`src/rtl/input_fifo.sv`:
```
// Router input-port FIFO. Flits are stored in a circular buffer and presented
// first-word-fall-through. Each accepted pop returns one credit upstream on
// the following cycle. A two-state framing monitor watches accepted writes and
// raises a sticky protocol-error flag. Writes that find no free slot are
// dropped and raise a sticky overflow flag.
module input_fifo #(
    parameter int unsigned DATA_WIDTH = 32,
    parameter int unsigned DEPTH      = 4
) (
    input  logic                  clk,
    input  logic                  rst,
    input  logic                  rx_valid,
    input  logic [DATA_WIDTH-1:0] rx_flit,
    input  logic                  read_en,
    output logic                  credit_out,
    output logic                  empty,
    output logic                  full,
    output logic [DATA_WIDTH-1:0] flit_out,
    output logic [2:0]            flit_id,
    output logic [3:0]            dst_addr,
    output logic                  overflow,
    output logic                  proto_err
);

    localparam int unsigned PTR_W = $clog2(DEPTH);
    localparam int unsigned CNT_W = PTR_W + 1;

    localparam logic [2:0] ID_HEADER  = 3'b001;
    localparam logic [2:0] ID_PAYLOAD = 3'b010;
    localparam logic [2:0] ID_TAIL    = 3'b100;

    typedef enum logic {
        IDLE = 1'b0,
        BODY = 1'b1
    } frame_state_t;

    logic [DATA_WIDTH-1:0] mem [DEPTH];
    logic [PTR_W-1:0]      wr_ptr;
    logic [PTR_W-1:0]      rd_ptr;
    logic [CNT_W-1:0]      count;

    logic                  rd_accept;
    logic                  wr_accept;
    logic [2:0]            rx_id;

    frame_state_t          frame_state;
    frame_state_t          frame_state_next;
    logic                  frame_err;

    // Status flags come straight from the registered occupancy count.
    assign empty = (count == '0);
    assign full  = (count == CNT_W'(DEPTH));

    // A pop needs a head flit. A push needs a free slot, or a slot that a
    // same-cycle pop is freeing.
    assign rd_accept = read_en && !empty;
    assign wr_accept = rx_valid && (!full || rd_accept);

    assign rx_id = rx_flit[31:29];

    // Head of queue is visible combinationally (first-word-fall-through).
    assign flit_out = mem[rd_ptr];
    assign flit_id  = flit_out[31:29];
    assign dst_addr = flit_out[11:8];

    // Flit storage: written on every accepted push.
    // NOTE: the storage array has no reset. Its contents are don't-care while
    // the FIFO is empty, and leaving it unreset lets it map onto plain RAM.
    always_ff @(posedge clk) begin
        if (!rst && wr_accept) begin
            mem[wr_ptr] <= rx_flit;
        end
    end

    // Pointers, occupancy count and credit return. Reset overrides any
    // concurrent push or pop.
    // NOTE: sequential state uses non-blocking assignments only, so every
    // register samples pre-edge values regardless of statement order.
    always_ff @(posedge clk) begin
        if (rst) begin
            wr_ptr     <= '0;
            rd_ptr     <= '0;
            count      <= '0;
            credit_out <= 1'b0;
        end else begin
            if (wr_accept) begin
                wr_ptr <= wr_ptr + 1'b1;
            end
            if (rd_accept) begin
                rd_ptr <= rd_ptr + 1'b1;
            end
            if (wr_accept && !rd_accept) begin
                count <= count + 1'b1;
            end else if (rd_accept && !wr_accept) begin
                count <= count - 1'b1;
            end
            credit_out <= rd_accept;
        end
    end

    // Sticky error flags. They clear only on reset.
    always_ff @(posedge clk) begin
        if (rst) begin
            overflow  <= 1'b0;
            proto_err <= 1'b0;
        end else begin
            if (rx_valid && !wr_accept) begin
                overflow <= 1'b1;
            end
            if (frame_err) begin
                proto_err <= 1'b1;
            end
        end
    end

    // Framing FSM: state register.
    always_ff @(posedge clk) begin
        if (rst) begin
            frame_state <= IDLE;
        end else begin
            frame_state <= frame_state_next;
        end
    end

    // Framing FSM: next state. Only accepted writes advance it. A HEADER seen
    // mid-packet starts a new packet, so the FSM stays in BODY.
    // NOTE: the default assignment before the case makes every path assign
    // the output, so no latch is inferred.
    always_comb begin
        frame_state_next = frame_state;
        if (wr_accept) begin
            case (frame_state)
                IDLE: if (rx_id == ID_HEADER) frame_state_next = BODY;
                BODY: if (rx_id == ID_TAIL)   frame_state_next = IDLE;
            endcase
        end
    end

    // Framing FSM: error output. It flags any accepted flit that breaks
    // packet framing. The flit itself is still stored.
    always_comb begin
        frame_err = 1'b0;
        if (wr_accept) begin
            case (frame_state)
                IDLE: frame_err = (rx_id != ID_HEADER);
                BODY: frame_err = !((rx_id == ID_PAYLOAD) || (rx_id == ID_TAIL));
            endcase
        end
    end

endmodule

```
`config.mk`:
```
export PLATFORM = sky130hd
export DESIGN_NAME = input_fifo
export DESIGN_NICKNAME = d
export VERILOG_FILES = /design/src/rtl/input_fifo.sv
export SDC_FILE = /design/constraint.sdc
export NUM_CORES = 1
export LEC_CHECK = 0
export BUFFER_PORTS_ARGS = -buffer_cell sky130_fd_sc_hd__buf_2
export CAP_MARGIN = 25
export CORE_ASPECT_RATIO = 0.6
export CORE_UTILIZATION = 53
export DETAILED_ROUTE_END_ITERATION = 16
export GPL_ROUTABILITY_DRIVEN = 0
export PLACE_DENSITY = 0.74
export SYNTH_ARGS = -nofsm -noshare
export SYNTH_HDL_FRONTEND = slang
export SYNTH_SLANG_ARGS = --single-unit
```
`constraint.sdc`:
```
create_clock -name clk -period 10.2 [get_ports clk]
set_input_delay 1.02 -clock clk [delete_from_list [all_inputs] [get_ports clk]]
set_output_delay 1.02 -clock clk [all_outputs]
set_load 0.05 [all_outputs]
```
==> flow_summary.ini <==
[status]
status = complete, no violations

[worst_setup_path]
arrival_ns = 2.21
critical_path_required_ns = 9.18
r2r_cells = 7
r2r_slack_ns = 7.90
r2r_end = count[2]$_SDFFE_PP0P_
cp_max_fo = 27
criticalPathCategory = flop to output pin
r2r-start = count[1]$_SDFFE_PP0P_
critPathCaptureType = output pin
critPathLaunchType = flop

[synth]
syn_inst = 246
yosysWarnings = 0
synth-seq-cells = 141
yosysSeqAreaShare_pct = 77.1
syn_avg_cell_area_um2 = 21.6
synth_top_cell_by_area = edfxtp_1
syn_area_mm2 = 0.00532
yosys-top-cells-area = edfxtp_1 72%, mux4_2 14%, dfxtp_1 4.9%, ha_1 1.2%, buf_4 0.99%
ys_types = 34
synth.top_cell.area_share_pct = 72.2
syn_nets = 288

[placement]
dpl.hpwl_um = 5390
place_area_mm2 = 0.00585
portBuffers = 79
placed_cells = 444

[clock_tree]
postCtsHoldBufs = 0
cts_made_buffers = 17
cts_resized = 0
htree_levels = 4
clk_pin_slew_ns = 0.06
cts_setup_buffers = 0
cts.path.max_buffers = 2
tritoncts = built
clock-sinks = 141
cts-root-buf = clkbuf_16
clk_latency_ns = 0.40

[floorplanning]
start_util_pct = 56.3
die_x_um = 131
design.core.area_mm2 = 0.00946
num_rows = 27
die_h_um = 79.6
die_area_mm2 = 0.0105
ios = 80

[finish]
fin_nets = 375
syn_to_final_growth_pct = 20.2
stdcell_area_mm2 = 0.00640
drive_gt1_share_pct = 45.4
fin_util_pct = 67.6
n_antenna_cell = 0
fillers = 635
instances_no_fill = 476
final_common_cell = edfxtp_1
mostFrequentLayoutCells = 128 x edfxtp_1, 79 x buf_2, 32 x mux4_2

[global_route]
overflow = 0
antenna_found_initial = 0
grt_use_total_pct = 18.9
first_global_vias = 2693
grt_start_max_net_pins = 33
grt_pass1_wl_um = 14200

[route]
final_antenna_net_count = 0
vias = 2587
wl_per_cell_um = 18.4
drt_iter0_drc = 170
first_pass_iters = 4
drt-total-wl_um = 8770
via_per_inst = 5.43
drc = 0

[min_path]
holdPathStages = 2
hold_path_end = overflow$_SDFFE_PP0P_
worst_hold_startpoint = overflow$_SDFFE_PP0P_
hold_class = flop to flop

[power]
irDropWorstVdd_uv = 156
pwr-share-comb_pct = 28.3
seqPwrFrac_pct = 39.7
power.switching_uw = 602
p_clk_share_pct = 31.9
p_leak_uw = 0.00222
power_density_mw_per_mm2 = 274
p_int_uw = 1150
swShare_pct = 34.3

[sta]
rsz0062_at_grt = false
setup_viol = 0
fin_skew_ns = 0.00489
tns_ns = 0
hold_ws_ns = 0.475
slew_headroom_pct = 43.9
fin_crit_ns = 3.23
post-route-period-util_pct = 31.6
hold_viol_final = 0
worst_pin_slew_ns = 0.842
fmax_mhz = 310
slew_violations = 0

[flow_run]
drv_cap = 0
power by group through the flow:
stage,clock [uW],combinational (uW),sequential (uW)
detailed placement,0,503,711
CTS,572,504,699
finish,560,498,698
floorplan,0,421,698
global placement,0,499,710
global route,598,525,704
cells in the mapped netlist (all sizes together):
| cell type | count |
|---|---|
| nor3 | 1 |
| a31oi | 1 |
| ha | 5 |
| a21o | 1 |
| mux4 | 32 |
| or3 | 1 |
| o21ai | 3 |
| nand2b | 1 |
| o311ai | 1 |
| or4b | 1 |
| mux2i | 1 |
| a311oi | 1 |
| a41oi | 1 |
| buf | 13 |
| inv | 8 |
| dfxtp | 13 |
| or3b | 1 |
| fa | 1 |
| nor2 | 8 |
| a21oi | 4 |
| o41ai | 1 |
| nor4b | 1 |
| clkbuf | 3 |
| xor2 | 4 |
| nand3 | 2 |
| o31ai | 1 |
| edfxtp | 128 |
| nand2 | 1 |
| and3 | 1 |
| nor3b | 5 |
| nand3b | 1 |
critical path: stages, from the launching register on:
cell	delay [ns]
dfxtp_2	0.44
buf_4	0.50
mux4_2	0.61
buf_2	0.23
state kept, by name (all words and copies together), names as in the netlist, named ones only:
signal	cells
mem	128
count	3
rd_ptr	2
wr_ptr	2
credit_out	1
frame_state	1
overflow	1
proto_err	1
through the flow:
stage	worst slack, ns	total power (uW)
floorplan	6.11	1120
global placement	7.33	1210
detailed placement	7.25	1210
CTS	6.88	1770
global route	6.79	1830
finish	6.97	1760
layout make-up:
| type | count | area [um^2] | share of cell area, % |
|---|---|---|---|
| Sequential cell | 141 | 4110 | 64.2 |
| Timing Repair Buffer | 84 | 433 | 6.77 |
| Tap cell | 130 | 163 | 2.54 |
| Clock inverter | 14 | 120 | 1.88 |
| Clock buffer | 18 | 429 | 6.71 |
| Multi-Input combinational cell | 81 | 1120 | 17.5 |
| Inverter | 8 | 30.0 | 0.469 |
layer usage:
layer,part of all wire [%],global-route usage (%)
met5,0,0
met4,0.80,5.81
met3,5.9,6.98
met2,46,27.8
met1,47,26.6
cells by family after synthesis:
kind of cell / Yosys count / synth area share, %
xor gates and xnor gates: 4 / 0.658
buffers and inverters: 24 / 2.28
DFF: 141 / 77.1
muxes: 33 / 13.7
and+or+nand+nor: 24 / 2.84
AOI/OAI and AO/OA: 14 / 1.83
adders and majority gates: 6 / 1.55
worst max path at each step:
stage	start	endpoint	slack (ns)	cells after the start
after global placement	read_en	count[2]$_SDFFE_PP0P_	7.33	10
after detailed placement	read_en	count[2]$_SDFFE_PP0P_	7.25	10
final	flop	flit_out[13]	6.97	3
after floorplan	read_en	mem[1][0]$_DFFE_PP_	6.11	3
after global routing	flop	flit_out[13]	6.79	3
after CTS	flop	flit_out[13]	6.88	3
Power figures use the tool's default switching activity.
